**src/rtl/timer_run_ctrl.sv**
```systemverilog
// rtl/timer_run_ctrl.sv - run/pause/clear sequencer for the HH:MM:SS digit counter
//
// Purpose: turns the start/stop and clear button levels into single edge
// events, runs the IDLE/RUN/PAUSE/DONE sequencer, and generates the 1 Hz
// count tick, the blink tick and a one-cycle clear for the digit counter.
// Optionally stops the count when the counter reaches a programmed limit.
//
// Ports:
//   clk          system clock
//   rstn         asynchronous active-low reset
//   btn_ss       start/stop button level (debounced, async to clk)
//   btn_clr      clear button level (debounced, async to clk)
//   limit_en     enables the limit compare
//   limit        limit time, BCD {hr1,hr0,min1,min0,sec1,sec0}
//   cur_time     counter digits, same packing as limit
//   start        count enable level (high in RUN)
//   clken        one-cycle tick every CLK_DIV RUN cycles
//   blink_en     one-cycle tick every BLINK_DIV RUN cycles
//   timer_clr_n  active-low one-cycle clear to the counter
//   done         high while in DONE
//   state        IDLE=0, RUN=1, PAUSE=2, DONE=3

module timer_run_ctrl #(
  parameter int CLK_DIV   = 100000000,
  parameter int BLINK_DIV = 50000000
) (
  input  logic        clk,
  input  logic        rstn,
  input  logic        btn_ss,
  input  logic        btn_clr,
  input  logic        limit_en,
  input  logic [23:0] limit,
  input  logic [23:0] cur_time,
  output logic        start,
  output logic        clken,
  output logic        blink_en,
  output logic        timer_clr_n,
  output logic        done,
  output logic [1:0]  state
);

  localparam int PW = $clog2(CLK_DIV);
  localparam int BW = $clog2(BLINK_DIV);
  localparam logic [PW-1:0] PRE_MAX   = PW'(CLK_DIV - 1);
  localparam logic [BW-1:0] BLINK_MAX = BW'(BLINK_DIV - 1);

  typedef enum logic [1:0] {
    ST_IDLE  = 2'd0,
    ST_RUN   = 2'd1,
    ST_PAUSE = 2'd2,
    ST_DONE  = 2'd3
  } state_t;

  state_t          r_state;
  state_t          w_state_nxt;
  logic            w_clr_req;

  logic            r_ss_s1, r_ss_s2, r_ss_d;
  logic            r_clr_s1, r_clr_s2, r_clr_d;
  logic            w_ss_evt, w_clr_evt, w_match;

  logic [PW-1:0]   r_pre;
  logic [BW-1:0]   r_blink;
  logic            r_clken, r_blink_en, r_clr_n;

  // Two-stage synchronizer followed by a delay stage; the event is the
  // rising edge of the synchronized level, so a held button fires once.
  always_ff @(posedge clk or negedge rstn) begin
    if (!rstn) begin
      r_ss_s1  <= 1'b0;
      r_ss_s2  <= 1'b0;
      r_ss_d   <= 1'b0;
      r_clr_s1 <= 1'b0;
      r_clr_s2 <= 1'b0;
      r_clr_d  <= 1'b0;
    end else begin
      r_ss_s1  <= btn_ss;
      r_ss_s2  <= r_ss_s1;
      r_ss_d   <= r_ss_s2;
      r_clr_s1 <= btn_clr;
      r_clr_s2 <= r_clr_s1;
      r_clr_d  <= r_clr_s2;
    end
  end

  assign w_ss_evt  = r_ss_s2 & ~r_ss_d;
  assign w_clr_evt = r_clr_s2 & ~r_clr_d;
  assign w_match   = limit_en & (cur_time == limit) & (r_state == ST_RUN);

  always_ff @(posedge clk or negedge rstn) begin
    if (!rstn) begin
      r_state <= ST_IDLE;
    end else begin
      r_state <= w_state_nxt;
    end
  end

  // Clear wins over start/stop outside RUN; inside RUN the limit match
  // wins over start/stop and clear is ignored.
  always_comb begin
    w_state_nxt = r_state;
    w_clr_req   = 1'b0;
    case (r_state)
      ST_IDLE: begin
        if (w_clr_evt) begin
          w_clr_req = 1'b1;
        end else if (w_ss_evt) begin
          w_state_nxt = ST_RUN;
        end
      end
      ST_RUN: begin
        if (w_match) begin
          w_state_nxt = ST_DONE;
        end else if (w_ss_evt) begin
          w_state_nxt = ST_PAUSE;
        end
      end
      ST_PAUSE: begin
        if (w_clr_evt) begin
          w_state_nxt = ST_IDLE;
          w_clr_req   = 1'b1;
        end else if (w_ss_evt) begin
          w_state_nxt = ST_RUN;
        end
      end
      ST_DONE: begin
        if (w_clr_evt) begin
          w_state_nxt = ST_IDLE;
          w_clr_req   = 1'b1;
        end
      end
      default: begin
        w_state_nxt = ST_IDLE;
      end
    endcase
  end

  // Prescaler and blink counter: cleared in IDLE, advance only in RUN and
  // hold in PAUSE/DONE so a resumed run keeps its partial second. The
  // ticks are registered, so the first one lands CLK_DIV cycles after
  // start rises.
  always_ff @(posedge clk or negedge rstn) begin
    if (!rstn) begin
      r_pre      <= '0;
      r_blink    <= '0;
      r_clken    <= 1'b0;
      r_blink_en <= 1'b0;
      r_clr_n    <= 1'b1;
    end else begin
      r_clken    <= 1'b0;
      r_blink_en <= 1'b0;
      r_clr_n    <= ~w_clr_req;
      if (r_state == ST_IDLE) begin
        r_pre   <= '0;
        r_blink <= '0;
      end else if (r_state == ST_RUN) begin
        if (r_pre == PRE_MAX) begin
          r_pre   <= '0;
          r_clken <= 1'b1;
        end else begin
          r_pre <= r_pre + 1'b1;
        end
        if (r_blink == BLINK_MAX) begin
          r_blink    <= '0;
          r_blink_en <= 1'b1;
        end else begin
          r_blink <= r_blink + 1'b1;
        end
      end
    end
  end

  assign start       = (r_state == ST_RUN);
  assign done        = (r_state == ST_DONE);
  assign state       = r_state;
  assign clken       = r_clken;
  assign blink_en    = r_blink_en;
  assign timer_clr_n = r_clr_n;

endmodule
```
**config.mk**
```make
export PLATFORM = sky130hd
export DESIGN_NAME = timer_run_ctrl
export DESIGN_NICKNAME = d
export VERILOG_FILES = /design/src/rtl/timer_run_ctrl.sv
export SDC_FILE = /design/constraint.sdc
export NUM_CORES = 1
export LEC_CHECK = 0
export CAP_MARGIN = 20
export CORE_MARGIN = 2
export CORE_UTILIZATION = 58
export CTS_CLUSTER_SIZE = 10
export DETAILED_ROUTE_END_ITERATION = 16
export PLACE_DENSITY = 0.86
export SLEW_MARGIN = 20
export SYNTH_ARGS = -nofsm -noshare
export SYNTH_HDL_FRONTEND = slang
export SYNTH_SLANG_ARGS = --single-unit
```
**constraint.sdc**
```tcl
create_clock -name clk -period 3.3 [get_ports clk]
set_input_delay 0.66 -clock clk [delete_from_list [all_inputs] [get_ports clk]]
set_output_delay 0.66 -clock clk [all_outputs]
set_load 0.02 [all_outputs]
```
==> results of run 1 <==
report_power, final:
group          leakage, nW  switching [mW]  internal [mW]  total, mW
sequential           0.868          0.0598          0.831      0.891
clock                0.112           0.317          0.442      0.759
combinational        0.857           0.495          0.304      0.799
area by class of cell:
| cell class | count | area [um^2] |
|---|---|---|
| well taps | 75 | 93.84 |
| repair buffers | 64 | 635.6 |
| flip-flops and latches | 64 | 1603 |
| fillers | 407 | 1465 |
| clock buffers | 10 | 137.6 |
| inverters | 10 | 37.54 |
| clock inverters | 6 | 82.58 |
| multi-input cells | 314 | 1936 |
per-layer routing:
layer / routed length [um] / global-route usage
met5: 0 / 0
met4: 229 / 0.1326
met3: 529 / 0.04771
met2: 4800 / 0.4736
met1: 3637 / 0.3431
path summary, 6_finish.rpt:
kind                                            to             startpoint  cells after the start
max                                          start   state[0]$_DFFE_PN0P_                      3
min                             r_clr_s2$_DFF_PN0_     r_clr_s1$_DFF_PN0_                      0
max reg2reg                  r_pre[16]$_DFFE_PN0P_  r_pre[12]$_DFFE_PN0P_                      6
min reg2reg                     r_clr_s2$_DFF_PN0_     r_clr_s1$_DFF_PN0_                      0
max in group asynchronous    r_pre[11]$_DFFE_PN0P_                   rstn                      2
min in group asynchronous  r_blink[17]$_DFFE_PN0P_                   rstn                      1
critical path, delay by kind of cell, from the launching register on:
| kind | cells | cell delay [ns] |
|---|---|---|
| buffers and inverters | 2 | 0.84 |
| flip-flops | 1 | 0.55 |
| AND/OR/NAND/NOR | 1 | 0.25 |
cell families after synthesis:
| logic type | count (synthesis) | synth area share |
|---|---|---|
| AOI/OAI and AO/OA | 113 | 0.1960 |
| xor gates and xnor gates | 25 | 0.05987 |
| adders and majority gates | 2 | 0.006841 |
| buffers and inverters | 29 | 0.03523 |
| DFF | 64 | 0.4382 |
| muxes | 8 | 0.02326 |
| and+or+nand+nor | 166 | 0.2405 |
cell usage in the layout, fill, tap and decap left out, types with 13 or more instances in the layout:
cell type and n:
xnor2_1 14, nor2_1 21, a21oi_1 32, nor4_1 13, o21ai_0 13, nand2_1 43, clkdlybuf4s50_1 58, nand4_1 19
a31oi_1 29, nand3_1 22, dfrtp_1 63
==> summary.md, run 1 <==
| Metric | Value |
|---|---|
| Peak supply drop | 457.7 uV |
| Lkg Pwr | 1.838 nW |
| DP Area | 4305 um^2 |
| R2r setup slk | 0.75 ns |
| Power per cell area | approximately 540 nW/um^2 |
| Largest Register | r_pre |
| Post-Route Skew | 0.005571 ns |
| CORE AREA | between 5000 and 6000 um^2 |
| Post-synth top flop | dfrtp_1 |
| Critical Path AT | 1.99 ns |
| Final non-filler cell total | between 500 and 600 |
| Synth top cells by count | dfrtp_1, nand2_1, a21oi_1 |
| GRT Overall Usage | 0.2783 |
| Post-Place Setup Slack | a little over 0.8 ns |
| Number of flip-flops in the largest register | 27 |
| Synth top area share | 0.4311 |
| Clock edge transition at the registers on the reported setup and hold paths | 0.07 ns |
| Worst hold slack | 0.3525 ns |
| Design area | around 4500 um^2 |
| Slew Viols, Final | 0 |
| Hold WC Path Type | register to register |
| Largest net degree at the start of global routing | 38 |
| Post-synthesis cell area | 3657 um^2 |
| Vias in the first global route | 3407 |
| Library cells used by synthesis | 51 |
| CP Class | register to primary output |
| Setup Buffers After CTS | 0 |
| Util after Layout | 0.7554 |
| I/O Buffers | 59 |
| CP required | 2.64 ns |
| Die height | between 80 and 90 um |
| Min Tclk post-route | around 2.6 ns |
| Vias | roughly 3400 |
| RSZ-0062 raised after global routing | false |
| CTS tree | done |
| Period utilization | 0.8022 |
| Sequential cell area fraction in the yosys report | 0.4382 |
| Dpl hpwl | 6303 um |
| Boundary Pins | 60 |
| Grt total ovfl | 0 |
| Synth top area cells | dfrtp_1, a31oi_1, a21oi_1 |
| CTS Buffer Depth | 2 |
| Final Setup Violations | 0 |
| Antenna Cells | 0 |
| Worst Setup End Kind | primary output |
| Clock sinks | between 60 and 70 |
| Routed WL | 9197 um |
| Post-CTS resize count | 0 |
| Nets@finish | 518 |
| Share of cells above drive strength 1 | 0.08120 |
| Avg Synthesized Cell Area | 8.986 um^2 |
| Drt drc | 0 |
| Rows | 28 |
| Number of synthesized flops with an enable pin | 0 |
| Crit-path max cell delay | 0.64 ns |
| Slew HR | 0.3973 |
| # hold bufs at CTS | 0 |
| Post-Synthesis Cells | 407 |
| Worst slew pin tran | 0.9040 ns |
| Initial Utilization | 0.6105 |
| Ys Warns | 0 |
| Tot Pwr | 2.449 mW |
| Net Count, Synth | 462 |
| Yosys reg bits | 64 |
| First-pass GRT wire length | 15700 um |
| Final hold violations | 0 |
| Antenna violations before repair | 0 |
| CP max-delay cell | clkdlybuf4s50_1 |
| Status | finished, final reports clean |
| Post-route ant nets | 0 |
| DR WL/cell | between 15 and 20 um |
| Die ar. | 6956 um^2 |
| Detailed Routing Iterations Pass 1 | 5 |
| Max frequency | 377.8 MHz |
| Num CTS Buffers | 9 |
| Clk_lat worst skew | 0.35 ns |
| Final WS setup | 0.6529 ns |
| Post-synth ARST share | 1.000 |
| Post-synth top area cell | dfrtp_1 |
| CTS root buffer | clkbuf_8 |
| Placer Congestion | about 0.9 |
| Area Growth Syn to Fin | 23.74% |
| Post-DR vias/cell | ~6.3 |
| DIE WIDTH | 83.41 um |
| Cell with the most instances after synthesis | dfrtp_1 |
| CTS H-tree depth | 3 |
| Max Cap Viol | 0 |
| Worst Path Max Fanout | 10 |
| Crit-path cells | nand2_1 -> inv_1 -> clkdlybuf4s50_1 |
| Setup tns final | 0 ns |
| # placed instances | ~530 |
| DR iter-0 viols | 206 |
| CP startpoint kind | register |
(Power assumes the default switching activity.)
==> run 2, diff against run 1 <==
--- a/config.mk
+++ b/config.mk
@@ -7,10 +7,10 @@
 export LEC_CHECK = 0
 export CAP_MARGIN = 20
 export CORE_MARGIN = 2
-export CORE_UTILIZATION = 58
+export CORE_UTILIZATION = 49
 export CTS_CLUSTER_SIZE = 10
 export DETAILED_ROUTE_END_ITERATION = 16
-export PLACE_DENSITY = 0.86
+export PLACE_DENSITY = 0.77
 export SLEW_MARGIN = 20
 export SYNTH_ARGS = -nofsm -noshare
 export SYNTH_HDL_FRONTEND = slang
==> constraint.sdc (replaced) <==
create_clock -name clk -period 2.3 [get_ports clk]
set_input_delay 0.46 -clock clk [delete_from_list [all_inputs] [get_ports clk]]
set_output_delay 0.46 -clock clk [all_outputs]
set_load 0.02 [all_outputs]
==> summary.md, run 2 (synthesized netlist as in run 1, its figures left out) <==
| Metric | Value |
|---|---|
| Lkg Pwr | 1.910 nW |
| Share of cells above drive strength 1 | 0.1040 |
| Max frequency | 455.8 MHz |
| Period utilization | 0.9540 |
| Number of flip-flops in the largest register | 27 |
| Worst Path Max Fanout | 20 |
| Final Setup Violations | 0 |
| Status | finished, final reports clean |
| CP max-delay cell | clkdlybuf4s50_1 |
| Nets@finish | 531 |
| Clock sinks | 64 |
| Worst Setup End Kind | primary output |
| Design area | 4679 um^2 |
| Worst hold slack | 0.07758 ns |
| Post-Route Skew | 0.006431 ns |
| Vias in the first global route | 3529 |
| RR Endpoint | r_pre[22]$_DFFE_PN0P_ |
| Hold WC Path Type | primary input to asynchronous set/reset pin |
| GRT Overall Usage | 0.2394 |
| Placer Congestion | ~0.89 |
| CP required | 1.84 ns |
| Crit path max-delay family | buffers and inverters |
| Area Growth Syn to Fin | 27.95% |
| Worst r2r path cells | 6 |
| Crit-path max cell delay | 0.60 ns |
| RR Startpoint | r_pre[9]$_DFFE_PN0P_ |
| Met3 usage | 0.04508 |
| RSZ-0062 raised after global routing | false |
| DR WL/cell | ~16 um |
| Antenna violations before repair | 0 |
| Post-route ant nets | 0 |
| DP Area | 4446 um^2 |
| Post-DR vias/cell | 5.929 |
| CP Class | register to primary output |
| Num CTS Buffers | 9 |
| Largest net degree at the start of global routing | 37 |
| Clk_lat worst skew | 0.34 ns |
| CTS tree | done |
| Rows | 31 |
| # hold bufs at CTS | 0 |
| Min Tclk post-route | 2.194 ns |
| Crit-path cells | buf_4 -> and2_1 -> clkdlybuf4s50_1 |
| Drt drc | 0 |
| Post-Place Setup Slack | 0.1278 ns |
| Power per cell area | 768.2 nW/um^2 |
| Tot Pwr | about 3.6 mW |
| Most common cell after layout, fill and taps aside | dfrtp_1 |
| Dpl hpwl | 6672 um |
| Final WS setup | roughly 0.11 ns |
| First-pass GRT wire length | ~16000 um |
| R2r setup slk | 0.13 ns |
| Largest Register | r_pre |
| Peak supply drop | 488.4 uV |
| Initial Utilization | 0.5042 |
| DR iter-0 viols | 210 |
| Die ar. | 8171 um^2 |
| Critical Path AT | ~1.7 ns |
| Slew HR | 0.5950 |
| Clock edge transition at the registers on the reported setup and hold paths | 0.07 ns |
| I/O Buffers | 59 |
| CTS H-tree depth | 3 |
| Boundary Pins | 60 |
| Grt peak-use layer | met2 |
| Grt total ovfl | 0 |
| CTS root buffer | clkbuf_8 |
| Met2 GRT Util | 0.4185 |
| Count of buffer and inverter cells on the critical path | 2 |
| Final hold violations | 0 |
| Met1 usage | 0.2968 |
| Detailed Routing Iterations Pass 1 | 8 |
| Max Cap Viol | 0 |
| Routed WL | 9091 um |
| DIE WIDTH | around 90 um |
| Antenna Cells | 0 |
| Vias | around 3400 |
| Die height | 90.40 um |
| Commonest cells after routing, fill and taps aside | dfrtp_1, clkdlybuf4s50_1, nand2_1, a21oi_1, a31oi_1 |
| Slew Viols, Final | 0 |
| Setup tns final | 0 ns |
| CTS Buffer Depth | 2 |
| Worst slew pin tran | 0.6019 ns |
| CORE AREA | about 7300 um^2 |
| CP startpoint kind | register |
run 2: cell count changes in the layout (fill, tap and decap cells not counted), sizes merged:
cell,change
buf,+13
clkbuf,+4
clkinv,-3
clkinvlp,-1
run 2: worst max path at each step:
stage                     startpoint                     to  slack (ns)  cells after the start
2_1_floorplan  r_pre[12]$_DFFE_PN0P_  r_pre[25]$_DFFE_PN0P_        0.19                      7
3_3_place_gp    r_pre[9]$_DFFE_PN0P_  r_pre[20]$_DFFE_PN0P_        0.22                      6
3_5_place_dp    r_pre[9]$_DFFE_PN0P_  r_pre[22]$_DFFE_PN0P_        0.13                      6
4_1_cts         state[0]$_DFFE_PN0P_                  start        0.06                      3
5_1_grt         r_pre[9]$_DFFE_PN0P_  r_pre[22]$_DFFE_PN0P_        0.03                      6
6_report        state[1]$_DFFE_PN0P_                   done        0.11                      3
run 2: repair_timing:
item                                    in CTS  in global routing
endpoints found under the hold margin        0                  0
resized for setup                            0                  1
endpoints found under the setup margin       0                  1
setup buffers                                0                  0
run 2: worst register-to-register path: cells and delay by family (launching register included):
family | cells | cell delay (ns)
AOI/OAI and AO/OA | 3 | 0.58
and+or+nand+nor | 2 | 0.86
buffers and inverters | 1 | 0.20
DFF | 1 | 0.42
run 2: through the flow:
step | cells | utilization
2_1_floorplan | 407 | -
3_3_place_gp | 564 | 0.6129
3_5_place_dp | 564 | 0.6129
4_1_cts | 580 | 0.6450
5_1_grt | 580 | 0.6452
6_report | 580 | 0.6452
run 2: power by group:
part           internal (mW)  total (mW)  switching (mW)
Sequential              1.20        1.28          0.0817
Clock                  0.701        1.12           0.418
Combinational          0.494        1.20           0.704
Total                   2.39        3.59            1.20
run 2: cell type report:
type / count / area (um^2)
Clock buffer: 14 / 172.7
Clock inverter: 2 / 60.06
Fill cell: 598 / 2574
Inverter: 10 / 37.54
Multi-Input combinational cell: 314 / 1936
Sequential cell: 64 / 1604
Tap cell: 99 / 123.9
Timing Repair Buffer: 77 / 745.7
run 2: layer usage:
layer,vias to the layer above,part of all wire,wire length [um]
li1,1669,-,-
met1,1662,0.44,3978
met2,89,0.51,4618
met3,19,0.036,327
met4,0,0.018,167
met5,-,0,0
